<file path="config.mk">
export PLATFORM = sky130hd
export DESIGN_NAME = round_tail
export DESIGN_NICKNAME = d
export VERILOG_FILES = /design/src/rtl/aes_pkg.sv /design/src/rtl/mix_column.sv /design/src/rtl/round_tail.sv
export SDC_FILE = /design/constraint.sdc
export NUM_CORES = 1
export LEC_CHECK = 0
export CORE_ASPECT_RATIO = 1.4
export CORE_MARGIN = 2
export CORE_UTILIZATION = 30
export DETAILED_ROUTE_END_ITERATION = 7
export MAX_ROUTING_LAYER = met4
export SYNTH_ARGS = -nofsm -noshare
export SYNTH_HDL_FRONTEND = slang
export SYNTH_HIERARCHICAL = 1
export SYNTH_SLANG_ARGS = --single-unit
</file>
<file path="constraint.sdc">
create_clock -name clk -period 2.8 [get_ports clk]
set_input_delay 0.42 -clock clk [delete_from_list [all_inputs] [get_ports clk]]
set_output_delay 0.42 -clock clk [all_outputs]
set_load 0.05 [all_outputs]
</file>
<file path="src/rtl/aes_pkg.sv">
// rtl/aes_pkg.sv - AES-128 shared types, round count and GF(2^8) helpers
// Contents: NR_AES128, aes_state_t, aes_word_t, xtime, gf_mul2, gf_mul3.
package aes_pkg;

    localparam int NR_AES128 = 10;

    typedef logic [127:0] aes_state_t;
    typedef logic [31:0]  aes_word_t;

    // Multiply by x in GF(2^8), reduction polynomial 0x11B.
    function automatic logic [7:0] xtime(input logic [7:0] x);
        return {x[6:0], 1'b0} ^ (x[7] ? 8'h1B : 8'h00);
    endfunction

    function automatic logic [7:0] gf_mul2(input logic [7:0] x);
        return xtime(x);
    endfunction

    function automatic logic [7:0] gf_mul3(input logic [7:0] x);
        return xtime(x) ^ x;
    endfunction

endpackage

</file>
<file path="src/rtl/mix_column.sv">
// rtl/mix_column.sv - combinational AES MixColumns transform of one 32-bit column
// Ports: col_in  - column [a0 a1 a2 a3], a0 in bits [31:24]
//        col_out - transformed column [b0 b1 b2 b3], b0 in bits [31:24]
module mix_column
    import aes_pkg::*;
(
    input  aes_word_t col_in,
    output aes_word_t col_out
);

    logic [7:0] a0, a1, a2, a3;

    assign a0 = col_in[31:24];
    assign a1 = col_in[23:16];
    assign a2 = col_in[15:8];
    assign a3 = col_in[7:0];

    assign col_out[31:24] = gf_mul2(a0) ^ gf_mul3(a1) ^ a2 ^ a3;
    assign col_out[23:16] = a0 ^ gf_mul2(a1) ^ gf_mul3(a2) ^ a3;
    assign col_out[15:8]  = a0 ^ a1 ^ gf_mul2(a2) ^ gf_mul3(a3);
    assign col_out[7:0]   = gf_mul3(a0) ^ a1 ^ a2 ^ gf_mul2(a3);

endmodule

</file>
<file path="src/rtl/round_tail.sv">
// rtl/round_tail.sv - AES-128 round back half: ShiftRows, MixColumns, AddRoundKey, output register
// Ports: clk, rst_n (async active-low)
//        st, in_valid, in_ready, s_data_in, round_key - input beat and block start
//        out_valid, out_ready, r_data_out, out_round, out_last - registered result
module round_tail
    import aes_pkg::*;
#(
    parameter int NR = NR_AES128
) (
    input  logic         clk,
    input  logic         rst_n,
    input  logic         st,
    input  logic         in_valid,
    output logic         in_ready,
    input  logic [127:0] s_data_in,
    input  logic [127:0] round_key,
    output logic         out_valid,
    input  logic         out_ready,
    output logic [127:0] r_data_out,
    output logic [3:0]   out_round,
    output logic         out_last
);

    localparam logic [3:0] LAST_ROUND = 4'(NR);

    logic [3:0]  rnd_q, rnd_d;
    logic        out_valid_q, out_valid_d;
    aes_state_t  data_q, data_d;
    logic [3:0]  round_q, round_d;
    logic        last_q, last_d;

    logic        accept;
    logic [3:0]  cur;
    logic        is_last;
    aes_state_t  sr;
    aes_state_t  mc;

    // rnd == 0 means idle: only a start beat may enter. The output side
    // frees up either when empty or when being drained this cycle.
    assign in_ready = (st || (rnd_q != 4'd0)) && (!out_valid_q || out_ready);
    assign accept   = in_valid && in_ready;
    assign cur      = st ? 4'd1 : rnd_q;
    assign is_last  = (cur == LAST_ROUND);

    // ShiftRows: byte i = r + 4c; row r rotates left by r columns.
    always_comb begin
        sr = '0;
        for (int r = 0; r < 4; r++) begin
            for (int c = 0; c < 4; c++) begin
                sr[127 - 8*(r + 4*c) -: 8] = s_data_in[127 - 8*(r + 4*((c + r) % 4)) -: 8];
            end
        end
    end

    for (genvar c = 0; c < 4; c++) begin : g_mix
        mix_column u_mix_column (
            .col_in  (sr[127 - 32*c -: 32]),
            .col_out (mc[127 - 32*c -: 32])
        );
    end

    always_comb begin
        rnd_d       = rnd_q;
        out_valid_d = out_valid_q;
        data_d      = data_q;
        round_d     = round_q;
        last_d      = last_q;
        if (accept) begin
            rnd_d       = is_last ? 4'd0 : cur + 4'd1;
            out_valid_d = 1'b1;
            data_d      = (is_last ? sr : mc) ^ round_key;
            round_d     = cur;
            last_d      = is_last;
        end else if (out_ready) begin
            out_valid_d = 1'b0;
        end
    end

    always_ff @(posedge clk or negedge rst_n) begin
        if (!rst_n) begin
            rnd_q       <= 4'd0;
            out_valid_q <= 1'b0;
            data_q      <= '0;
            round_q     <= 4'd0;
            last_q      <= 1'b0;
        end else begin
            rnd_q       <= rnd_d;
            out_valid_q <= out_valid_d;
            data_q      <= data_d;
            round_q     <= round_d;
            last_q      <= last_d;
        end
    end

    assign out_valid  = out_valid_q;
    assign r_data_out = data_q;
    assign out_round  = round_q;
    assign out_last   = last_q;

endmodule

</file>
==> run summary, run 1 <==
TritonCTS clock tree: done
Routed length per placed instance: 22.6 um
Vias in the first global route: 13,376
Post-synthesis cell area: 14,000 um2
CP Class: primary input to register
Via/cell ratio: 5.46
Initial antenna violation count: 11
MaxCap Viol Count: 0
Cell area after layout: 19,200 um2
Synth Instances: 1,378
Worst Hold Slack: 0.477 ns
P per Cell Area: 865 nW/um2
Largest net degree at the start of global routing: 129
Gr usage total: 0.225
Leading cell type by number of instances after synthesis: nand3_1
Hpwl dp: 39,200 um
Max Freq: 422 MHz
FP Rows: 93
Internal power: 7.99 mW
Logic pwr share: 0.653
Final WS setup: 0.428 ns
Critical Path AT: 2.72 ns
GRT busiest layer: met2
Switch Pwr: 8.59 mW
Core ar.: 46,000 um2
Period minus WS final: 2.37 ns
Syn avg cell area: 10.1 um2
Post-route core utilization: 0.417
M1 GR Usage: 0.259
Top cells by count, synth: 257 x nand3_1, 141 x nand2_1, 138 x dfrtp_1
Slowest stage cell, crit path: clkdlybuf4s50_1
Synth area leaders: dfrtp_1 25%, xnor3_1 20%, nand3_1 9.2%
Initial Util: 0.304
CP Capture Type: register
Synth Net Count: 1,639
DRC viols: 0
Cell count along the critical path: 6
Post-synth top flop: dfrtp_1
Final Slew Violations: 0
PortBufs: 395
Gp weighted congestion: 0.865
Kind of start point of the critical path: primary input
Clk_lat worst skew: 0.46 ns
Syn. warnings: 6
GRT overflow: 0
IO Pins: 396
Sequential fraction of the synthesis area: 0.247
Final Skew: 0.0112 ns
CTS max path bufs: 2
Htree depth: 4
CTS buffer count: 17
Yosys reg bits: 138
Die Area: 48,300 um2
Drt total wl: 53,300 um
Worst path top cell family by delay: XOR/XNOR gates
Hold depth: 2
Clk sinks: 138
Setup Viol. Count Final: 0
Routed Antenna Nets: 0
CTS root buffer: clkbuf_16
Period utilization: 0.847
Hold crit path type: register to register
Final Hold Vio Count: 0
Cell taking the most area after synthesis: dfrtp_1
Reg power frac: 0.217
Clock transition at path regs: 0.07 ns
Switching Share: 0.518
Outcome: finished clean
Reg2Reg Depth: 5
Crit path required time: 3.15 ns
Post-route setup TNS: 0 ns
Leakage: 8.43 nW
Rel. slew slack: 0.403
Met3 GRT Util: 0.0411
Cell total after placement: 2,319
Placed cell area: 18,600 um2
Pre-antenna DRT Iters: 6
Die W: 186 um
Clk pwr share: 0.130
Die boundary height: 259 um
Ys async rst share: 1.00
Total power: 16.6 mW
Crit path largest cell delay: 0.72 ns
Met2 Track Usage GR: 0.380
Share of cells above drive strength 1: 0.0692
Initial DRC count: 834
Share of the synthesized area in the top cell type: 0.247
DP Worst Slack: -0.00541 ns
CP bufs+invs: 1
Synth cell types: 39
Via count: 12,893
Cell Count, Final, Fillers Out: 2,362
Post-synth EDFFs: 0
RSZ-0062 raised after global routing: no
Worst slew pin tran: 0.895 ns
VDD IR-drop max: 0.584 mV
Layout Area Growth over Synthesis: 37.2%
Worst path cell trace: clkdlybuf4s50_1 -> xnor2_1 -> xnor3_1 -> o21ai_1 -> a211o_1 -> nand3_1
CP Max Fanout: 8
First-pass GRT wire length: 81,200 um
Nets@finish: 1,983
## cell type report
class / count / area (um2)
Clock buffer: 19 / 433
Fill cell: 4435 / 26800
Tap cell: 617 / 772
Antenna cell: 11 / 27.5
Sequential cell: 138 / 3460
Inverter: 2 / 10.0
Clock inverter: 12 / 80.1
Multi-Input combinational cell: 1111 / 9850
Timing Repair Buffer: 452 / 4530
## placed cells by master (no fill, tap or decap), drive strengths merged
cell type,synthesis,layout
nand4,129,129
a22oi,1,1
clkdlybuf4s50,0,393
nor2b,2,2
o21ai,135,135
xnor2,76,76
or4b,1,1
dlygate4sd3,0,1
a211o,128,128
a21o,1,1
a21oi,2,2
clkinv,0,6
nand3,257,257
nor2,2,2
xor3,44,44
nand2b,2,2
and2,1,1
a41o,1,1
o211ai,1,1
clkbuf,30,19
o31ai,2,2
or3,1,1
buf,97,58
or2,1,1
clkinvlp,0,5
nand2,141,141
dfrtp,138,138
diode,0,11
o211a,1,1
o21a,1,1
xnor3,128,128
nor4b,1,1
inv,2,3
xor2,52,52
## layer usage
layer | wire length (um) | share of wire | vias up
met5 | 0 | 0 | -
met2 | 27000 | 0.51 | 549
met3 | 3070 | 0.058 | 100
met4 | 2290 | 0.043 | 0
met1 | 21000 | 0.39 | 6374
li1 | - | - | 5870
## power by group through the flow
stage / clock network (mW) / logic [mW] / registers, mW
after detailed placement: 0 / 10.8 / 3.63
after global placement: 0 / 10.7 / 3.62
after global routing: 2.31 / 11.4 / 3.73
after floorplan: 0 / 3.91 / 6.65
after CTS: 2.23 / 10.8 / 3.61
final: 2.16 / 10.8 / 3.60
## state kept, by name (all words and copies together), names as in the netlist
signal	count
r_data_out	128
out_round	4
rnd_q	4
out_last	1
out_valid	1
## repair_timing
item | CTS | global route
buffers inserted | 0 | 0
hold buffers | 1 | 0
endpoints found under the hold margin | 52 | 0
resized for setup | 0 | 0
## cells by family after synthesis
group                     count (synthesis)  share of synthesized area
xor gates and xnor gates                300                      0.373
DFF                                     138                      0.247
and+or+nand+nor                         538                      0.194
AOI/OAI and AO/OA                       273                      0.137
buffers and inverters                   129                     0.0489
## tightest hold or removal path: stages (launching register included)
cell	delay, ns
dfrtp_1	0.34
nand2_1	0.05
nand3_1	0.05
## path summary, 6_finish.rpt
kind | startpoint | slack, ns | end
min | r_data_out[48] | 0.48 | r_data_out[48]
max reg2reg | rnd_q[0] | 0.57 | r_data_out[56]
min in group asynchronous | rst_n | 0.52 | out_round[0]
max in group asynchronous | rst_n | 1.44 | r_data_out[57]
min reg2reg | r_data_out[48] | 0.48 | r_data_out[48]
max | s_data_in[111] | 0.43 | r_data_out[43]
(Power assumes the default switching activity.)
==> run 2: changes to the inputs <==
clock period = 1.9 ns   (was 2.8 ns; I/O delays follow)
==> run 2 against run 1 <==
- the run now ends with negative setup slack left
- non-clock buffer count rose by 259
- clock-buffer cell count down 1
- sequential power up 46%
- first-iteration DRC count up 1.6%
- die area stayed put
- final area is 17% higher
- worst hold slack got worse by 0.19 ns
- flip-flop and latch count unchanged
- register-to-register slack worse by 0.64 ns
- clock power is 62% higher
- combinational power increased by 63%
- clock skew decreased by 0.0020 ns
- critical endpoint is now in_ready
==> run summary, run 2 (same netlist as run 1, synthesis figures left out) <==
CTS root buffer: clkbuf_16
DRC viols: 0 (unchanged)
Htree depth: 4 (unchanged)
CP Max Fanout: 3 (-5)
Via/cell ratio: 5.36 (-1.8%)
IO Pins: 396 (unchanged)
Die boundary height: 259 um (unchanged)
Cell total after placement: 2,558 (+10%)
Via count: 14,054 (+9.0%)
PortBufs: 395 (unchanged)
CP Class: register to primary output
Worst slew pin tran: 0.603 ns (-0.292 ns)
Cell Count, Final, Fillers Out: 2,622 (+11%)
Clk sinks: 138 (unchanged)
VDD IR-drop max: 0.801 mV (+37%)
Critical Path AT: 1.71 ns (-1.01 ns)
Pre-antenna DRT Iters: 5 (-1)
Total power: 26.4 mW (+59%)
Max Freq: 500 MHz
Gr usage total: 0.230 (+0.00440)
Initial Util: 0.304 (unchanged)
Final Hold Vio Count: 0 (unchanged)
Clk_lat worst skew: 0.47 ns (about the same)
Placed cell area: 20,600 um2 (+10%)
Hold crit path type: primary input to asynchronous set/reset pin
First-pass GRT wire length: 82,300 um (+1.4%)
Rel. slew slack: 0.595 (+0.192)
Max reg flops: 128 (unchanged)
Initial DRC count: 847 (+1.6%)
Vias in the first global route: 13,957 (+4.3%)
Gp weighted congestion: 0.891 (+3.0%)
Commonest cells after routing, fill and taps aside: 284 x buf_4, 259 x clkdlybuf4s50_1, 196 x nand3_1
Final Skew: 0.00913 ns (-0.00203 ns)
Period utilization: 1.05
Outcome: finished, violations left
P per Cell Area: 1170 nW/um2 (+36%)
Setup Viol. Count Final: 53 (+53)
Core ar.: 46,000 um2 (unchanged)
RSZ-0062 raised after global routing: yes
Kind of start point of the critical path: register
Die Area: 48,300 um2 (unchanged)
Hpwl dp: 43,300 um (+10%)
Drt total wl: 58,500 um (+9.7%)
Clock transition at path regs: 0.07 ns (about the same)
Die W: 186 um (unchanged)
Final Slew Violations: 0 (unchanged)
Commonest non-fill, non-tap cell in the layout: buf_4
Nets@finish: 2,242 (+13%)
Layout fillers: 4,234 (-4.5%)
Crit path required time: 1.62 ns (-1.53 ns)
CTS buffer count: 17 (unchanged)
FP Rows: 93 (unchanged)
Cell area after layout: 22,500 um2 (+17%)
Routed length per placed instance: 22.3 um (-1.2%)
Largest net degree at the start of global routing: 71 (-45%)
Initial antenna violation count: 11 (unchanged)
MaxCap Viol Count: 0 (unchanged)
Failing checks: negative setup slack
Routed Antenna Nets: 0 (unchanged)
GRT overflow: 0 (unchanged)
Layout Area Growth over Synthesis: 60.9%
DP Worst Slack: -0.572 ns (-0.567 ns)
CTS max path bufs: 2 (unchanged)
Leakage: 10.4 nW (+23%)
TritonCTS clock tree: done
CP Capture Type: primary output
Period minus WS final: 2.00 ns
Share of cells above drive strength 1: 0.278 (+0.209)
Final WS setup: -0.0983 ns (-0.527 ns)
[run 2: changes by cell type in the layout (fill, tap and decap cells not counted), sizes merged]
| cell | change |
|---|---|
| buf | +281 |
| clkdlybuf4s50 | -134 |
| dlygate4sd2 | +101 |
| clkbuf | +10 |
| bufinv | +2 |
| clkinvlp | -2 |
| inv | +2 |
[run 2: cell type report]
class / count / area [um2] / area share
Inverter: 2 / 10.0 / 0.000446
Multi-Input combinational cell: 1111 / 10700 / 0.478
Antenna cell: 11 / 27.5 / 0.00123
Sequential cell: 138 / 3460 / 0.154
Timing Repair Buffer: 711 / 6890 / 0.307
Clock buffer: 18 / 429 / 0.0191
Tap cell: 617 / 772 / 0.0344
Clock inverter: 14 / 146 / 0.00652
[run 2: what timing repair did]
item	CTS	global route
buffers inserted	1	6
pin swaps	1	120
hold endpoints to repair	31	0
setup endpoints to repair	200	115
gates resized for setup	116	216
hold buffers	1	0
gates cloned	0	13
[run 2: path summary, 6_finish.rpt]
check	from	end	slack, ns	cells after the start
setup reg to reg	rnd_q[2]	r_data_out[7]	-0.07	9
setup / recovery	rnd_q[1]	in_ready	-0.1	3
max in group asynchronous	rst_n	r_data_out[51]	0.95	3
hold / removal	rst_n	out_valid	0.29	2
min in group clk	round_key[70]	r_data_out[70]	0.42	3
hold reg to reg	r_data_out[16]	r_data_out[16]	0.47	2
[run 2: critical path, stage by stage (launching register included)]
cell and delay, ns:
dfrtp_4 0.48, or3_4 0.37, o21a_1 0.23, buf_12 0.16
[run 2: layer usage]
metal  part of all wire  wire (um)  global-route usage
met5                  0          0                   -
met4              0.046       2720               0.121
met3              0.049       2850              0.0329
met2               0.52      30600               0.402
met1               0.38      22400               0.255
[run 2: through the flow]
step                      utilization  hold slack (ns)  TNS [ns]
after floorplan                     -          -0.0106         0
after global placement          0.447            0.227    -42.82
after detailed placement        0.447            0.228    -47.96
after CTS                       0.458            0.284    -0.140
after global routing            0.489            0.316     -8.12
final                           0.489            0.289     -2.24
[run 2: power by group]
group	switching [mW]	total, mW	internal [mW]
Sequential	0.953	5.27	4.32
Clock	1.56	3.50	1.94
Combinational	11.2	17.6	6.39
==> run 3: changes to the inputs <==
CTS_CLUSTER_SIZE = 24   (was not set)
GPL_ROUTABILITY_DRIVEN = 0   (was not set)
MAX_ROUTING_LAYER = not set   (was met4)
==> run 3 against run 2 <==
- the run still ends with negative setup slack left
- flip-flop and latch count unchanged
- cell count grew 0.72%
- register-to-register slack lost 0.05 ns
- via count shrank 1.5%
- setup slack got worse by 0.024 ns
- clock skew grew 0.011 ns
- core utilization decreased by 1.2 points
- global-route usage shrank 0.37 points
- clock power increased by 4%
- non-clock buffer count up 19
- sequential power is essentially flat
- maximum frequency down 1.2%
- largest power group unchanged
==> run summary, run 3 (same netlist as run 1, synthesis figures left out) <==
Outcome: finished, violations left
Failing checks: negative setup slack
Max Freq: 494 MHz (-1.2%)
RSZ-0062 raised after global routing: yes
Hpwl dp: 43,200 um (-0.30%)
IO Pins: 396 (unchanged)
FP Rows: 93 (unchanged)
Final Hold Vio Count: 0 (unchanged)
Worst path cell trace: or3_4 -> buf_6 -> o211ai_4 -> buf_6 -> buf_12 -> clkbuf_16 -> clkbuf_16 -> a211o_1 -> nand3_1
Worst slew pin tran: 0.623 ns (+0.0198 ns)
P per Cell Area: 1180 nW/um2 (+0.82%)
DRC viols: 0 (unchanged)
Die Area: 48,300 um2 (unchanged)
CP Capture Type: register
FF-to-FF setup slack: -0.12 ns (-0.05 ns)
Initial DRC count: 927 (+9.4%)
CTS max path bufs: 2 (unchanged)
Worst Hold Slack: 0.255 ns (-0.0338 ns)
Rel. slew slack: 0.582 (-0.0133)
Worst r2r dst: r_data_out[18]
Routed length per placed instance: 21.7 um (-3.0%)
Crit path largest cell delay: 0.48 ns (about the same)
MaxCap Viol Count: 0 (unchanged)
CP Max Fanout: 6 (+3)
Share of cells above drive strength 1: 0.228 (-0.0498)
Clk sinks: 138 (unchanged)
Core ar.: 46,000 um2 (unchanged)
VDD IR-drop max: 0.974 mV (+22%)
Gr usage total: 0.226 (-0.00370)
Logic pwr share: 0.656 (-0.011)
Pre-antenna DRT Iters: 5 (unchanged)
Final Skew: 0.0205 ns (+0.0113 ns)
Routed Antenna Nets: 0 (unchanged)
PortBufs: 395 (unchanged)
Commonest non-fill, non-tap cell in the layout: buf_4
Largest net degree at the start of global routing: 71 (unchanged)
Vias in the first global route: 14,023 (+0.47%)
Reg power frac: 0.204 (+0.004)
Critical Path AT: 2.35 ns (+0.64 ns)
Period utilization: 1.06 (+0.0127)
Clock transition at path regs: 0.09 ns (+0.02 ns)
Final Slew Violations: 0 (unchanged)
Setup Viol. Count Final: 134 (+150%)
TritonCTS clock tree: done
CP Class: register to register
Nets@finish: 2,261 (+0.85%)
CTS buffer count: 17 (unchanged)
Via/cell ratio: 5.24 (-2.2%)
Slowest stage cell, crit path: dfrtp_4
Period minus WS final: 2.02 ns (+0.0242 ns)
Drt total wl: 57,200 um (-2.3%)
Kind of start point of the critical path: register
Initial antenna violation count: 11 (unchanged)
Initial Util: 0.304 (unchanged)
Via count: 13,840 (-1.5%)
First-pass GRT wire length: 84,100 um (+2.1%)
Crit path required time: 2.23 ns (+0.61 ns)
Commonest cells after routing, fill and taps aside: 296 x buf_4, 259 x clkdlybuf4s50_1, 245 x nand3_1
Clk pwr share: 0.140 (+0.007)
Leakage: 10.4 nW (+0.59%)
Die W: 186 um (unchanged)
Switch Pwr: 13.3 mW (-2.9%)
Die boundary height: 259 um (unchanged)
Final WS setup: -0.123 ns (-0.0242 ns)
Max reg flops: 128 (unchanged)
GRT overflow: 0 (unchanged)
Launching point of the worst reg2reg path: rnd_q[1]
Reg2Reg Depth: 9 (unchanged)
Switching Share: 0.514 (-0.00648)
Internal power: 12.6 mW (-0.37%)
Htree depth: 4 (unchanged)
Layout Area Growth over Synthesis: 56.8%
CTS root buffer: clkbuf_16
Clk_lat worst skew: 0.46 ns (about the same)
Total power: 25.9 mW (-1.7%)
Hold crit path type: primary input to asynchronous set/reset pin
-- run 3: cell types whose count changed in the layout (fill, tap and decap cells not counted), moves of 6 or more --
cell / change
o21ai_2: -60
buf_4: +12
o21ai_1: +57
nand3_2: -18
o21ai_4: -6
nand3_4: -31
inv_8: +6
o21ai_0: +9
nand3_1: +49
-- run 3: final cells by class --
| class | instances | area [um2] |
|---|---|---|
| fill | 4275 | 24100 |
| tap | 617 | 772 |
| inverter | 2 | 10.0 |
| clock buffer | 17 | 425 |
| timing repair buffer | 730 | 7080 |
| antenna | 11 | 27.5 |
| clock inverter | 15 | 168 |
| sequential | 138 | 3460 |
| multi-input combinational | 1111 | 9960 |
-- run 3: stage by stage --
stage / instance area [um2] / setup WS, ns / util / std cells / TNS, ns
after floorplan: 14000 / 0.0912 / - / 1378 / 0
after global placement: 20600 / -0.405 / 0.449 / 2567 / -46.05
after detailed placement: 20600 / -0.426 / 0.449 / 2567 / -50.41
after CTS: 21300 / -0.124 / 0.464 / 2608 / -5.51
after global routing: 21900 / -0.186 / 0.476 / 2640 / -18.28
final: 21900 / -0.123 / 0.476 / 2641 / -10.79
-- run 3: how the worst max path moves through the flow --
| stage | startpoint | endpoint | cells after the start |
|---|---|---|---|
| 2_1_floorplan | out_valid | r_data_out[12] | 7 |
| 3_3_place_gp | st | r_data_out[112] | 6 |
| 3_5_place_dp | st | r_data_out[67] | 6 |
| 4_1_cts | rnd_q[1] | in_ready | 3 |
| 5_1_grt | rnd_q[1] | r_data_out[69] | 8 |
| 6_report | rnd_q[1] | r_data_out[18] | 9 |
-- run 3: power groups by stage --
stage | combinational [mW] | sequential, mW | clock (mW)
after floorplan | 5.77 | 9.79 | 0
after global placement | 16.7 | 5.38 | 0
after global routing | 17.9 | 5.44 | 3.84
after detailed placement | 16.8 | 5.38 | 0
final | 17.0 | 5.28 | 3.63
after CTS | 16.5 | 5.29 | 3.70
-- run 3: critical path: cells and delay by family (launching register included) --
kind                   cells  cell delay [ns]
flip-flops                 1             0.48
AND/OR/NAND/NOR            2             0.45
buffers and inverters      5             0.67
AO/OA/AOI/OAI              2             0.31
-- run 3: metal layers --
metal / global-route usage / routed length (um)
met5: 0 / 13
met4: 0.110 / 2460
met3: 0.0315 / 2600
met2: 0.409 / 29800
met1: 0.263 / 22300
-- run 3: repair_timing --
action                                  4_1_cts  5_1_grt
gates cloned                                  3       13
gates resized for setup                     127       48
hold endpoints to repair                     20        0
setup buffers                                 5       11
endpoints found under the setup margin      203      136
pin swaps                                     2      108
hold buffers                                  1        0
==> RTL change 1 (flow settings as in run 3) <==
Register the input `round_key` before use, with the module's reset. The logic sees it one clock later. The other inputs are not delayed to match.
--- a/src/rtl/round_tail.sv
+++ b/src/rtl/round_tail.sv
@@ -23,4 +23,14 @@
 
     localparam logic [3:0] LAST_ROUND = 4'(NR);
+
+    logic [127:0] round_key_q;
+
+    always_ff @(posedge clk or negedge rst_n) begin
+        if (!rst_n) begin
+            round_key_q <= '0;
+        end else begin
+            round_key_q <= round_key;
+        end
+    end
 
     logic [3:0]  rnd_q, rnd_d;
@@ -69,5 +79,5 @@
             rnd_d       = is_last ? 4'd0 : cur + 4'd1;
             out_valid_d = 1'b1;
-            data_d      = (is_last ? sr : mc) ^ round_key;
+            data_d      = (is_last ? sr : mc) ^ round_key_q;
             round_d     = cur;
             last_d      = is_last;
Function: changed (Yosys sat finds a counterexample within 4 cycles, from zero or initial values and one cycle with rst_n low).
==> RTL change 1 against run 3 <==
- setup slack got worse by 0.18 ns
- area after synthesis grew 22%
- the run still ends with negative setup slack left
- routed wire length is 14% higher
- clock power increased by 68%
- total power increased by 25%
- via count increased by 9.9%
- sequential cell count grew 128
- design area up 21%
==> RTL change 1: results (changes against run 3) <==
* Inserted Clock Buffers at 29 (+12)
* NumNets Final at 2392 (+5.8%)
* Fin worst setup slack at -0.3000 ns (-0.1775 ns)
* DPL Wire Length at 45.21 mm (+4.8%)
* Initial DRT Pass Iterations at 6 (+1)
* Min-delay worst type: in -> reg
* Syn_area_per_cell at 11.34 µm² (+12%)
* Wire length on met1 at 25.46 mm (+14%)
* Layout cells sized above 1 at 26.43% (+3.6 points)
* Failing checks: negative setup slack
* Wire per inst at 22.43 µm (+3.6%)
* Register area share after synthesis at 39.05% (+14 points)
* Crit path max-delay family: simple AND/OR/NAND/NOR gates
* Grt met1 use at 25.28% (-0.98 points)
* Final setup vio count at 136 (+1.5%)
* Outcome: complete, but fails checks
* Fillers at 5044 (+18%)
* DRT iter0 DRCs at 842 (-9.2%)
* Avg Vias per Cell at 5.232 (-0.17%)
* Top post-synthesis cells by area: dfrtp_1 (39%), xnor3_1 (16%), nand3_1 (7.5%), a211o_1 (6.6%), xor3_1 (5.6%)
* First-pass GRT wire length at 94.32 mm (+12%)
* Largest stage delay, worst path at 0.50 ns (+0.02 ns)
* Synth cell types at 34 (-13%)
* Met2 usage at 36.27% (-4.7 points)
* Hold WS at 0.1361 ns (-0.1187 ns)
RTL change 1: area by class of cell:
type,count,area [µm²],share of cell area [%]
Clock buffer,38,819.5,3.087
Antenna cell,19,47.55,0.1791
Multi-Input combinational cell,1109,10590,39.88
Timing Repair Buffer,723,7303,27.51
Sequential cell,266,6660,25.09
Inverter,2,10.01,0.03771
Clock inverter,15,200.2,0.7541
Tap cell,735,919.6,3.464
RTL change 1: repair_timing:
item	4_1_cts	5_1_grt
pin swaps	122	30
endpoints found under the hold margin	104	0
buffers inserted	19	12
hold buffers	1	0
cloned	12	14
resized for setup	282	60
setup endpoints to repair	193	132
RTL change 1: logic make-up after synthesis:
family | after synthesis | synth area share, %
buffers and inverters | 129 | 3.589
DFF | 266 | 39.05
AOI/OAI and AO/OA | 273 | 11.03
xor gates and xnor gates | 300 | 30.56
and+or+nand+nor | 535 | 15.77
RTL change 1: report_power, final:
part	internal (µW)	switching, µW	total, µW
registers	7190	1010	8200
logic	6750	11400	18100
clock network	3580	2520	6100
==> RTL change 2 (flow settings as in run 3) <==
Without the edit above. Reset style: synchronous (`rst_n`), changed in one clocked block. Comments in the files are not updated.
--- a/src/rtl/round_tail.sv
+++ b/src/rtl/round_tail.sv
@@ -77,5 +77,5 @@
     end
 
-    always_ff @(posedge clk or negedge rst_n) begin
+    always_ff @(posedge clk) begin
         if (!rst_n) begin
             rnd_q       <= 4'd0;
Function: differs if rst_n is asserted again (counterexample within 4 cycles, from zero or initial values and one cycle with rst_n low); with rst_n held inactive, the same outputs for 4 cycles.
==> RTL change 2 against run 3 <==
- the flow still finishes with violations (negative setup slack)
- design area down 3.4%
- routed wire length decreased by 9.8%
- die area down 3.7%
- sequential cell count unchanged
- highest routed layer unchanged
- setup slack improved by 0.029 ns
- area after synthesis down 3.8%
Power is not compared: it rests on default switching activity, and its combinational part moved more than twofold at a synthesized area within 25%.
==> RTL change 2: results (changes against run 3) <==
* Initial antenna violation count at 7 (-4)
* Area after DPL at 0.01946 mm² (-5.7%)
* Final setup vio count at 79 (-41%)
* Inserted Clock Buffers at 17 (unchanged)
* Global-route total usage across every layer at 20.76% (-1.8 points)
* Worst EP arrival at 2.35 ns (about the same)
* Fillers at 4115 (-3.7%)
* Synth cell types at 41 (+5.1%)
* Top post-synthesis cells by count: dfxtp_1 (138), o21ai_0 (131), or3_1 (129)
* Fin worst setup slack at -0.09367 ns (+0.02888 ns)
* Crit path max-delay family: buffers and inverters
* First-pass GRT wire length at 73.73 mm (-12%)
* Worst-skew pair later-pin latency at 0.47 ns
* Most used DFF post-synth: dfxtp_1
* CTS Buffer Depth at 2 (unchanged)
* Critical path peak fanout at 6 (unchanged)
* IO buf count at 395 (unchanged)
* Failing checks: negative setup slack
* Cell taking the most area after synthesis: xnor3_1
* Max Clock Skew at 0.008160 ns (-0.01231 ns)
* Reg-to-reg endpoint: r_data_out[24]
* Avg Vias per Cell at 5.207 (-0.63%)
* Initial DRT Pass Iterations at 5 (unchanged)
* Syn_nets at 1498 (-8.6%)
* Slowest stage cell, crit path: or3_1
* Root Driver: clkbuf_16
* Min-delay worst type: in -> reg
* Register area share after synthesis at 20.56% (-4.2 points)
* Lkg Pwr at 0.01027 µW
* Hold path endpoint: rnd_q[3]
* Hold WS at 0.3889 ns (+0.1340 ns)
* NumNets Final at 2082 (-7.9%)
* Setup WS pre-CTS at -0.6138 ns (-0.1877 ns)
* H-tree levels at 4 (unchanged)
* Path depth of the worst reg2reg path at 9 (unchanged)
* Largest net degree at the start of global routing at 122 (+72%)
* Clk slew on worst S/H paths at 0.06 ns (-0.03 ns)
* Slew HR at 59.42% (+1.3 points)
* Max IR drop VDD at 0.6237 mV
* Vias in the first global route at 12550 (-11%)
* WL final at 51.56 mm (-9.8%)
* Worst reg2reg startpoint: rnd_q[3]
* Largest stage delay, worst path at 0.34 ns (-0.14 ns)
* DRT iter0 DRCs at 557 (-40%)
* Max reg flops at 128 (unchanged)
* Yosys warns at 6 (unchanged)
* Setup TNS at -2.189 ns (+8.598 ns)
* Outcome: complete, but fails checks
* DRC viols at 0 (unchanged)
* Hold_sp: st
* Top post-synthesis cells by area: xnor3_1 (21%), dfxtp_1 (21%), a32o_1 (9.5%), xor3_1 (7.1%), or3_1 (6.0%)
* Hold path depth at 4
* Layout cells sized above 1 at 23.74% (+0.94 points)
* Ys async rst share at 0% (-100 points)
* DPL Wire Length at 37.22 mm (-14%)
-- RTL change 2: cell count changes in the layout (fill, tap and decap cells not counted), moves of 129 or more --
cell     delta
dfxtp_1   +134
nand2_1   -135
dfrtp_1   -136
nand4_1   -129
nand3_1   -244
-- RTL change 2: power by group --
group	total, µW	switching (µW)	internal, µW
Combinational	7310	3490	3820
Clock	3240	1490	1750
Sequential	3410	184	3230
-- RTL change 2: what timing repair did --
action | 4_1_cts | 5_1_grt
setup endpoints to repair | 234 | 129
pin swaps | 51 | 41
hold buffers | 0 | 0
gates resized for setup | 232 | 56
gates cloned | 7 | 11
setup buffers | 14 | 19
-- RTL change 2: routing by layer --
metal / vias up / track usage (%) / share of wire, % / wire length (µm)
met5: - / 0 / 0.019 / 10
met4: 2 / 8.000 / 3.2 / 1637
met3: 72 / 4.212 / 4.5 / 2345
met2: 364 / 37.59 / 53 / 27090
met1: 6095 / 24.05 / 40 / 20480
li1: 5949 / - / - / -
-- RTL change 2: cell families after synthesis --
logic type,Yosys count,share of synthesized area (%)
XOR/XNOR,300,38.78
AND/OR/NAND/NOR,282,13.16
AO/OA/AOI/OAI,401,22.26
multiplexers,1,0.07451
flip-flops,138,20.56
buffers and inverters,115,5.160
-- RTL change 2: area by class of cell --
cell class / count / area [µm²] / area share (%)
repair buffers: 678 / 6721 / 31.78
well taps: 558 / 698.2 / 3.301
clock buffers: 23 / 478.0 / 2.260
multi-input cells: 984 / 10410 / 49.23
clock inverters: 7 / 45.04 / 0.2130
diodes: 7 / 17.52 / 0.08282
flip-flops and latches: 138 / 2770 / 13.10
inverters: 2 / 7.507 / 0.03549
-- RTL change 2: through the flow --
step	util (%)	instances
final	47.88	2397
after global routing	47.87	2396
after CTS	46.54	2361
after detailed placement	44.05	2310
after global placement	44.05	2310
after floorplan	-	1237
-- RTL change 2: worst reg2reg max path: stages, from the launching register on --
cell and delay, ns:
dfxtp_2 0.33, nor4b_4 0.13, buf_6 0.13, buf_12 0.15
buf_12 0.15, buf_12 0.13, buf_16 0.12, and3_1 0.18
or3_1 0.34, a32o_1 0.24
-- RTL change 2: how the worst max path moves through the flow --
stage                  startpoint              to  slack (ns)  depth (start not counted)
finish                   rnd_q[3]  r_data_out[24]       -0.09                          9
global route             rnd_q[2]  r_data_out[17]       -0.17                          8
CTS                      rnd_q[3]        in_ready       -0.11                          3
detailed placement             st  r_data_out[37]       -0.61                          7
global placement    s_data_in[95]  r_data_out[67]       -0.59                          7
floorplan           s_data_in[39]  r_data_out[12]        0.03                          6
